File: config.mk
export PLATFORM = sky130hd
export DESIGN_NAME = uart_tx_frame
export DESIGN_NICKNAME = d
export VERILOG_FILES = /design/src/rtl/uart_tx_frame.sv
export SDC_FILE = /design/constraint.sdc
export NUM_CORES = 1
export LEC_CHECK = 0
export BUFFER_PORTS_ARGS = -buffer_cell sky130_fd_sc_hd__buf_2
export CAP_MARGIN = 25
export CORE_UTILIZATION = 55
export DETAILED_ROUTE_END_ITERATION = 8
export PLACE_DENSITY = 0.76
export SLEW_MARGIN = 20
export SYNTH_ARGS = -nofsm -noshare
export SYNTH_HDL_FRONTEND = slang
export SYNTH_SLANG_ARGS = --single-unit
File: constraint.sdc
create_clock -name CLK -period 2.55 [get_ports CLK]
set_clock_uncertainty 0.1 [all_clocks]
set_input_delay 0.3825 -clock CLK [delete_from_list [all_inputs] [get_ports CLK]]
set_output_delay 0.3825 -clock CLK [all_outputs]
set_load 0.05 [all_outputs]
File: src/rtl/uart_tx_frame.sv
// Parametrised UART transmitter: one word per Valid/Ready handshake, framed as
// start, DATA_BITS data (LSB first), optional parity, STOP_BITS stop bits.
module uart_tx_frame #(
  parameter int unsigned DATA_BITS = 8,
  parameter int unsigned PARITY    = 0,
  parameter int unsigned STOP_BITS = 1,
  parameter int unsigned CLK_DIV   = 16
) (
  input  logic                 CLK,
  input  logic                 nRST,
  input  logic                 Abort,
  input  logic [DATA_BITS-1:0] Data,
  input  logic                 Valid,
  output logic                 Ready,
  output logic                 Tx,
  output logic                 Busy,
  output logic                 Done
);

  localparam int unsigned DIV_W = (CLK_DIV > 1) ? $clog2(CLK_DIV) : 1;
  localparam int unsigned CNT_W = 4;

  typedef enum logic [2:0] {
    S_IDLE,
    S_START,
    S_DATA,
    S_PARITY,
    S_STOP
  } state_t;

  state_t               state, state_nxt;
  logic [DIV_W-1:0]     div_cnt, div_nxt;
  logic [CNT_W-1:0]     bit_cnt, bit_nxt;
  logic [DATA_BITS-1:0] shreg, sh_nxt;
  logic                 par_bit, par_nxt;
  logic                 tx_nxt, ready_nxt, busy_nxt, done_nxt;
  logic                 bit_end;

  // State and registered outputs
  always_ff @(posedge CLK or negedge nRST) begin
    if (!nRST) begin
      state   <= S_IDLE;
      div_cnt <= '0;
      bit_cnt <= '0;
      shreg   <= '0;
      par_bit <= 1'b0;
      Tx      <= 1'b1;
      Ready   <= 1'b1;
      Busy    <= 1'b0;
      Done    <= 1'b0;
    end else begin
      state   <= state_nxt;
      div_cnt <= div_nxt;
      bit_cnt <= bit_nxt;
      shreg   <= sh_nxt;
      par_bit <= par_nxt;
      Tx      <= tx_nxt;
      Ready   <= ready_nxt;
      Busy    <= busy_nxt;
      Done    <= done_nxt;
    end
  end

  // Next state; Tx is computed one cycle ahead so it flips exactly on bit boundaries
  always_comb begin
    state_nxt = state;
    div_nxt   = div_cnt;
    bit_nxt   = bit_cnt;
    sh_nxt    = shreg;
    par_nxt   = par_bit;
    tx_nxt    = Tx;
    bit_end   = (div_cnt == DIV_W'(CLK_DIV - 1));

    if (Abort) begin
      state_nxt = S_IDLE;
      div_nxt   = '0;
      bit_nxt   = '0;
      tx_nxt    = 1'b1;
    end else if (state == S_IDLE) begin
      if (Valid) begin
        state_nxt = S_START;
        sh_nxt    = Data;
        par_nxt   = (PARITY == 1) ? ~(^Data) : (^Data);
        div_nxt   = '0;
        bit_nxt   = '0;
        tx_nxt    = 1'b0;
      end
    end else if (!bit_end) begin
      div_nxt = div_cnt + DIV_W'(1);
    end else begin
      div_nxt = '0;
      case (state)
        S_START: begin
          state_nxt = S_DATA;
          bit_nxt   = '0;
          tx_nxt    = shreg[0];
        end
        S_DATA: begin
          if (bit_cnt == CNT_W'(DATA_BITS - 1)) begin
            bit_nxt = '0;
            if (PARITY != 0) begin
              state_nxt = S_PARITY;
              tx_nxt    = par_bit;
            end else begin
              state_nxt = S_STOP;
              tx_nxt    = 1'b1;
            end
          end else begin
            bit_nxt = bit_cnt + CNT_W'(1);
            sh_nxt  = {1'b0, shreg[DATA_BITS-1:1]};
            tx_nxt  = shreg[1];
          end
        end
        S_PARITY: begin
          state_nxt = S_STOP;
          bit_nxt   = '0;
          tx_nxt    = 1'b1;
        end
        S_STOP: begin
          tx_nxt = 1'b1;
          if (bit_cnt == CNT_W'(STOP_BITS - 1)) begin
            state_nxt = S_IDLE;
            bit_nxt   = '0;
          end else begin
            bit_nxt = bit_cnt + CNT_W'(1);
          end
        end
        default: begin
          state_nxt = S_IDLE;
        end
      endcase
    end

    ready_nxt = (state_nxt == S_IDLE);
    busy_nxt  = (state_nxt != S_IDLE);
    done_nxt  = (state_nxt == S_STOP) && (bit_nxt == CNT_W'(STOP_BITS - 1)) &&
                (div_nxt == DIV_W'(CLK_DIV - 1));
  end

endmodule
### Word-level counts from Yosys, hierarchy flattened

Cells that the tools add are included.

| word-level totals | value |
|---|---|
| output and inout bits | 4 |
| register bits after elaboration | 23 |
| input bits | 12 |
| word-level logic and storage cells | 66 |

| operators by class | value |
|---|---|
| bitwise operators | 1 |
| eq/ne operators | 11 |
| multiplexer cells | 29 |
| add/sub/neg operators | 2 |
| reduce and logical (&&, ||, !) cells | 15 |

Operators by type and width:

| cell | count |
|---|---|
| 2-to-1 mux 4 bit | 10 |
| 2-to-1 mux 8 bit | 5 |
| 2-to-1 mux 3 bit | 6 |
| case mux 3 bit (4 select lines) | 1 |
| case mux 4 bit (3 select lines) | 1 |
| adder 4 x 1 -> 4 bit (second input constant) | 2 |
| == test 4 bit (second input constant) | 2 |
| zero test 4 bit | 2 |
| == test 3 x 2 -> 1 bit (second input constant) | 2 |
| == test 3 bit (second input constant) | 2 |
| zero test 3 bit | 2 |
| nonzero test 3 bit | 2 |
| 2-to-1 mux 1 bit | 5 |
| AND reduction 5 bit | 1 |
| nonzero test 5 bit | 1 |
| == test 4 x 3 -> 1 bit (second input constant) | 1 |
| != test 2 bit (second input constant) | 2 |
| nonzero test 2 bit | 2 |
| OR reduction 2 bit | 2 |
| == test 3 x 1 -> 1 bit (second input constant) | 1 |
| != test 3 bit (second input constant) | 1 |
| case mux 1 bit (3 select lines) | 1 |
| AND reduction 3 bit | 1 |
| logical AND 1 bit | 2 |
| inverter 1 bit | 1 |

### Depth between registers and ports, before layout

Gate-level depths: netlist (run 1).

| depth | value |
|---|---|
| word-level depth | 9 |
| depth in mapped cells | 7 |

### Worst setup path before layout (run 1)

Ideal clock, no wire load.

| timing | value |
|---|---|
| path type | register to register |
| start point | register div_cnt[0] |
| end point | register Done |
| buffers on the path | 1 |
| slack | 0.648 ns |
| arrival time | 1.679 ns |
| cell stages (with the launch flop) | 8 |
| library setup time | 0.123 ns |
| cells stage by stage | dfrtp_1 > ha_1 > and3_2 > buf_4 > a311oi_2 > a31oi_1 > a31oi_1 > nor4_2 |

| on the way | value |
|---|---|
| cells in the longest elaborated chain, start to end | 7 |
| elaborated cells between the ends (all ways) | 17 |

RTL lines:

| item | line | source |
|---|---|---|
| start: declaration | 32 | `logic [DIV_W-1:0] div_cnt, div_nxt;` |
| start signal: assignment | 53 | `div_cnt <= div_nxt;` |
| parallel branches: the longest is 6 deep, another holds adder 4 x 1 -> 4 bit | n/a |  |
| logical AND 1 bit * | 136 | `done_nxt = (state_nxt == S_STOP) && (bit_nxt == CNT_W'(STOP_BITS - 1)) &&` |
| net done_nxt | 36 | `logic tx_nxt, ready_nxt, busy_nxt, done_nxt;` |
| end signal: assignment | 60 | `Done <= done_nxt;` |
| end: declaration | 17 | `output logic Done` |

Mark *: on every way through the listed nets, which the timed path passes.
A chain may end at the register's enable or synchronous reset.

### Worst setup path in the final report (run 1)

| timing | value |
|---|---|
| start point | register state[2] |
| end point | register Done |

| on the way | value |
|---|---|
| cells in the longest elaborated chain, start to end | 9 |
| elaborated cells between the ends (all ways) | 24 |

RTL lines:

| item | line | source |
|---|---|---|
| start: declaration | 31 | `state_t state, state_nxt;` |
| start signal: assignment | 52 | `state <= state_nxt;` |
| == test 3 x 2 -> 1 bit or == test 3 x 1 -> 1 bit (tied branches) | 92 | `case (state)` |
| OR reduction 2 bit (no source line) | n/a |  |
| case mux 4 bit (3 select lines) | 92 |  |
| 2-to-1 mux 4 bit | 88 | `end else if (!bit_end) begin` |
| 2-to-1 mux 4 bit | 79 | `end else if (state == S_IDLE) begin` |
| 2-to-1 mux 4 bit | 74 | `if (Abort) begin` |
| zero test 4 bit | 136 |  |
| logical AND 1 bit | 136 |  |
| logical AND 1 bit * | 136 |  |
| net done_nxt | 36 |  |

Mark *: on every way through the listed nets, which the timed path passes. The rest lies on a longest branch.

==> run metrics, run 1 <==
post-route ant nets 0; first-pass GRT wire length ~4700 µm; Post-CTS Setup Bufs 0; Mapped Area roughly 1400 µm²; GP Congestion between 0.8 and 0.9; crit-path max FO 17; core area between 2000 and 2500 µm²; Final period util around 87%; Avg WL per Cell 15.12 µm; clock-pin slew on the worst setup and hold paths 130 ps; M1 wire length around 1400 µm; vias in the first global route between 1000 and 1500; DRC viols 0; H-tree levels 1; worst hold slack 200.8 ps; via count around 1200; WL met3 roughly 140 µm; via/cell ratio 6.209; Final Setup Violations 0; Port Buffers 15; CTS Root Buffer Type clkbuf_4; Worst Path Arrival 2330 ps; Synthesized Nets roughly 160; share of cells above drive strength 1 a little under a quarter; Final Cell Area between 1500 and 2000 µm²; top-area cell type share of the netlist area roughly 37%; power per cell area just over 500 nW/µm²; clk sink count 23; drt total wl slightly below 3000 µm; Final Instance Count excl. Fillers 191; Post-synth EDFFs 0; crit path kind reg -> reg; post-synthesis sequential area ratio between 40% and 50%; die area 2768 µm²; max-cap violation count 0; maximum root-to-sink buffer count 2; Cell Area, Placed between 1000 and 1500 µm²; Core Rows 17; IO Count 16; clock latency on the worst-skew pair 320 ps; Startpoint Class flop; synth warn 0; routed wl met2 roughly 1300 µm; RSZ-0062 raised after global routing false; setup TNS 0 ps; Initial Util between 60% and 70%; DIE WIDTH ~53 µm; post-layout min period between 2000 and 2500 ps; Top FF cell, synth dfrtp_1; leading cell types by count after synthesis 21 x dfrtp_1, 19 x nand2_1, 12 x a21oi_1; CTS tree yes; synth top area cells dfrtp_1 37%, nand2_1 5.1%, a21oi_1 4.3%; final net count 179; Max Used Layer met4; largest area contributor in the netlist dfrtp_1; Cell variety after synth 43; outcome finished clean; Total GRT Usage 23.43%; Area Overhead vs Synth 7.727%; leakage dissipation approximately 0.64 nW; CP Data Required Time 2670 ps; Hold Vio Cnt, Final 0; CTS buffer count 3; gr ovfl total 0; peak supply drop 378.7 µV; count leader, synth dfrtp_1; Avg Inst Size Synth 9.455 µm²; Yosys reg bits 23; Register Area ~580 µm²; initial antenna violation count 0; Placed Cells between 150 and 200; fin. max-slew vios 0; Rel. slew slack roughly 64%; ANT cells 0; Post-Syn Instances between 100 and 150; maximum clock rate between 400 and 500 MHz; Iter 0 DRT Violations 23; pin count of the biggest net entering global routing 24; Least-Margin Pin Slew 534.6 ps; Final HPWL DP between 2000 and 2500 µm; Setup crit end kind flop; Die Y approximately 53 µm; asr flop ratio synth 100.0%; Tot Pwr 0.0007885 W; worst hold path type in -> reg; area of the multi-input gates between 700 and 800 µm²; drt pass-1 iters 4; fill count roughly 190
[layer usage]
metal | vias up | track usage, %
li1 | 576 | -
met1 | 566 | 32.49
met2 | 39 | 35.65
met3 | 5 | 3.478
met4 | 0 | 10.53
met5 | - | 0
[final timing paths]
kind / from / endpoint / slack [ps] / depth (start not counted)
min in group asynchronous: nRST / div_cnt[0] / 450 / 2
worst max register to register: state[2] / Done / 340 / 5
worst min register to register: shreg[7] / shreg[7] / 440 / 2
worst min-delay path: Data[7] / shreg[7] / 200 / 3
worst max-delay path: state[2] / Done / 340 / 5
max in group asynchronous: nRST / Ready / 1540 / 2
[registers in the layout (all words and copies together), names as in the netlist]
register / cells
Busy: 1
state: 3
Tx: 1
div_cnt: 4
Ready: 1
shreg: 8
Done: 1
bit_cnt: 4
[cell families after synthesis]
family,Yosys count,synth area share [%]
compound gates,44,22.65
fa+ha+maj,3,2.665
buf+inv,14,5.595
flops,23,41.03
simple gates,64,27.44
xor+xnor,1,0.6218
[worst max-delay path, cell delays in order (launching register included)]
cell	delay, ps
dfrtp_1	540
or3_1	670
a311oi_2	480
a31oi_1	80
a31oi_1	190
nor4_2	60
[metrics by stage]
stage | utilization, % | setup WS, ps
final | 65.46 | 337.4
after global routing | 65.46 | 180.0
after CTS | 65.46 | 364.6
after detailed placement | 63.90 | 390.8
after global placement | 63.90 | 463.2
after floorplan | - | 647.8
[layout make-up]
class	count	share of cell area [%]
tap	28	2.308
sequential	23	38.09
inverter	5	1.237
multi-input combinational	112	49.55
clock buffer	4	1.731
timing repair buffer	19	7.090
[report_power, final]
part / internal (W) / leakage (nW) / switching, W
logic: 0.0000702 / 0.334 / 0.000106
registers: 0.000410 / 0.289 / 0.0000282
clock network: 0.0000613 / 0.0150 / 0.000112
total: 0.000542 / 0.638 / 0.000247
[timing repair]
action | CTS | global route
endpoints found under the hold margin | 21 | 0
hold buffers | 1 | 0
resized for setup | 0 | 0
[cell usage in the layout (no fill, tap or decap), types with 2 or more instances in the layout]
cell type,netlist,layout
nor2_1,11,11
ha_1,3,3
buf_4,2,3
a21oi_1,12,12
dfrtp_1,21,21
clkbuf_4,0,3
dfstp_2,2,2
nor3_1,2,2
buf_2,2,15
or3_1,2,2
inv_1,5,5
nand2b_1,3,3
or4b_1,3,3
a31oi_1,7,7
nand3b_1,3,3
and3_2,2,2
nand2_1,19,19
nand3_1,5,5
a22o_1,2,2
nor2_2,3,3
o21ai_0,10,10
nor3b_1,3,3
a31oi_2,3,3
Note: power is estimated with default switching activity, not from simulation.
==> run 2: changes to the inputs <==
ABC_AREA = 1   (was default)
==> run 2 against run 1 <==
  * Global-route usage grew 1.5 points
  * Routed wire length is 3.8% lower
  * Non-clock buffer count is 3 lower
  * Final area fell by 0.33%
  * Area after synthesis decreased by 1.5%
  * Power shrank 4.1%
  * Cell count is 20% higher
  * Sequential share of layout area is 0.13 points higher
  * Sequential power hardly changed
  * Fmax increased by 16%
  * Hold slack about the same
  * Core utilization is 0.39 points higher
  * Critical path type unchanged
  * Largest cell class unchanged
  * Highest routed layer unchanged
==> run metrics, run 2 <==
outcome finished clean; Worst Path Arrival 2010 ps (-320 ps); Core Rows 17 (unchanged); Hold Path End shreg[7]; fin. max-slew vios 0 (unchanged); clock latency on the worst-skew pair 320 ps (about the same); gr ovfl total 0 (unchanged); clk sink count 23 (unchanged); Mapped Area 1388 µm² (-1.5%); Cell Area, Placed 1475 µm² (-0.42%); Initial Util 60.40% (-0.36 points); final net count 217 (+21%); crit-path max cell delay 430 ps (-240 ps); commonest non-fill, non-tap cell in the layout nand2_1; DRC viols 0 (unchanged); most frequent cells in the layout 60 x nand2_1, 23 x inv_1, 21 x dfrtp_1; CTS tree yes; Top FF cell, synth dfrtp_1; power per cell area 499.9 nW/µm² (-3.8%); Final period util 74.74% (-12 points); r2r startpoint div_cnt[0]; count leader, synth nand2_1; Yosys reg bits 23 (unchanged); Largest regs shreg: 8 flops, bit_cnt: 4 flops, div_cnt: 4 flops; RSZ-0062 raised after global routing false; asr flop ratio synth 100.0% (unchanged); Startpoint Class flop; Post-Syn Instances 183 (+23%); hold-critical path depth 3 (unchanged); initial antenna violation count 0 (unchanged); die area 2728 µm² (-1.4%); met3 usage 3.188% (-0.29 points); Worst R2R Setup Slack 640 ps (+310 ps); Tot Pwr 0.0007562 W (-4.1%); leakage dissipation 0.8017 nW (+26%); DIE WIDTH 52.23 µm (-0.72%); max-cap violation count 0 (unchanged); Final Cell Area 1513 µm² (-0.33%); crit path kind reg -> reg; Rel. slew slack 66.52% (+2.2 points); Hold Vio Cnt, Final 0 (unchanged); CTS Root Buffer Type clkbuf_4; post-route ant nets 0 (unchanged); Least-Margin Pin Slew 502.3 ps (-32.36 ps); max FFs per register 8 (unchanged); Setup crit end kind flop; clock-pin slew on the worst setup and hold paths 130 ps (about the same); largest area contributor in the netlist dfrtp_1; worst r2r dst Done; via count 1222 (+3.0%); post-synthesis sequential area ratio 41.66% (+0.63 points); maximum root-to-sink buffer count 2 (unchanged); CP dominant cell by count nand2_1; worst hold path type in -> reg; vias in the first global route 1185 (+14%); Avg WL per Cell 12.12 µm (-20%); CP max stage cell dfrtp_1; synth top area cells dfrtp_1 38%, nand2_1 16%, inv_1 6.2%; Final HPWL DP 2180 µm (+7.1%); Die Y 52.23 µm (-0.72%); core area 2297 µm² (-0.92%); leading cell types by count after synthesis 60 x nand2_1, 23 x inv_1, 21 x dfrtp_1; fill count 189 (+2.2%); GRT busiest layer met2; M1 GR Usage 32.53% (+0.037 points); Worst R2R Path Depth 12 (+7); Synthesized Nets 198 (+21%); setup TNS 0 ps (unchanged); first-pass GRT wire length 4981 µm (+6.5%); crit-path max FO 6 (-11); CTS buffer count 3 (unchanged); CP cell instances ha_1 > nand3_2 > inv_2 > nand3_2 > inv_1 > nand2_1 > nand2_1 > nand2_1 > a21oi_2 > nor2_1 > nand2_1 > nor2_1; top-area cell type share of the netlist area 37.87% (+0.57 points); pin count of the biggest net entering global routing 24 (unchanged); drt total wl 2776 µm (-3.8%); peak supply drop 402.6 µV (+6.3%); drt pass-1 iters 4 (unchanged); via/cell ratio 5.336 (-14%); Avg Inst Size Synth 7.582 µm² (-20%); IO Count 16 (unchanged); Cell variety after synth 30 (-30%); Largest Register shreg; H-tree levels 1 (unchanged); ANT cells 0 (unchanged); Port Buffers 15 (unchanged); crit path from div_cnt[0]; CP Data Required Time 2660 ps (about the same); Iter 0 DRT Violations 46 (+100%); maximum clock rate 524.7 MHz (+16%); GP Congestion 0.9026 (+7.5%); Area Overhead vs Synth 9.017%; synth warn 0 (unchanged); Total GRT Usage 24.92% (+1.5 points); worst hold start Data[7]; Resized Gates After CTS 0 (unchanged); Final Setup Violations 0 (unchanged); post-layout min period 1906 ps (-306.7 ps); share of cells above drive strength 1 20.90% (-3.0 points); Post-synth EDFFs 0 (unchanged); grt met2 use 42.52% (+6.9 points)
==> run 2: changes by cell type in the layout (fill, tap and decap cells not counted), sizes merged, moves of 5 or more <==
| cell | previous run | this run |
|---|---|---|
| nand2 | 19 | 63 |
| inv | 5 | 27 |
| nand3 | 6 | 18 |
| a21oi | 12 | 4 |
| nor2 | 15 | 22 |
| o21ai | 10 | 5 |
==> run 2: cell families (layout without fill, tap and decap cells) <==
| kind of cell | Yosys count | after routing | share of synthesized area (%) |
|---|---|---|---|
| AND/OR/NAND/NOR | 108 | 108 | 36.61 |
| buffers and inverters | 30 | 48 | 9.197 |
| flip-flops | 23 | 23 | 41.66 |
| AO/OA/AOI/OAI | 18 | 18 | 9.198 |
| adder cells (fa/ha/maj) | 3 | 3 | 2.705 |
| XOR/XNOR | 1 | 1 | 0.6313 |
==> run 2: power breakdown <==
group / switching [W] / internal (W)
sequential: 0.0000271 / 0.000409
clock: 0.000110 / 0.0000587
combinational: 0.0000982 / 0.0000531
total: 0.000235 / 0.000521
==> run 2: worst max-delay path, delay by kind of cell (launching register included) <==
family	cells	cell delay, ps
buffers and inverters	2	270
adders and majority gates	1	230
DFF	1	430
and+or+nand+nor	8	630
AOI/OAI and AO/OA	1	150
==> run 2: repair_timing <==
| action | CTS | global route |
|---|---|---|
| hold buffers | 1 | 0 |
| hold endpoints to repair | 21 | 0 |
| buffers inserted | 0 | 0 |
==> run 2: area by class of cell <==
type | instances | area, µm² | area share, %
sequential | 23 | 578.1 | 38.21
multi-input combinational | 130 | 681.9 | 45.08
timing repair buffer | 16 | 85.08 | 5.624
clock inverter | 1 | 5.005 | 0.3309
tap | 28 | 35.03 | 2.316
inverter | 28 | 105.1 | 6.948
clock buffer | 3 | 22.52 | 1.489
==> run 2: how the worst max path moves through the flow <==
stage	slack, ps	endpoint
2_1_floorplan	950	Done
3_3_place_gp	760	Done
3_5_place_dp	670	Done
4_1_cts	650	Done
5_1_grt	470	Done
6_report	640	Done
==> run 2: routing by layer <==
metal,vias to the layer above,part of all wire (%)
met5,-,0
met4,0,1.2
met3,2,5.3
met2,29,46
met1,574,47
li1,617,-
==> run 2: per-stage QoR <==
step                setup WS [ps]  utilization, %  instances  hold WS (ps)
floorplan                   945.7               -        183        -13.09
global placement            763.0           64.22        224         272.6
CTS                         654.6           65.85        229         195.0
global route                473.2           65.85        229         196.5
finish                      644.1           65.85        229         201.0
detailed placement          673.2           64.22        224         277.8
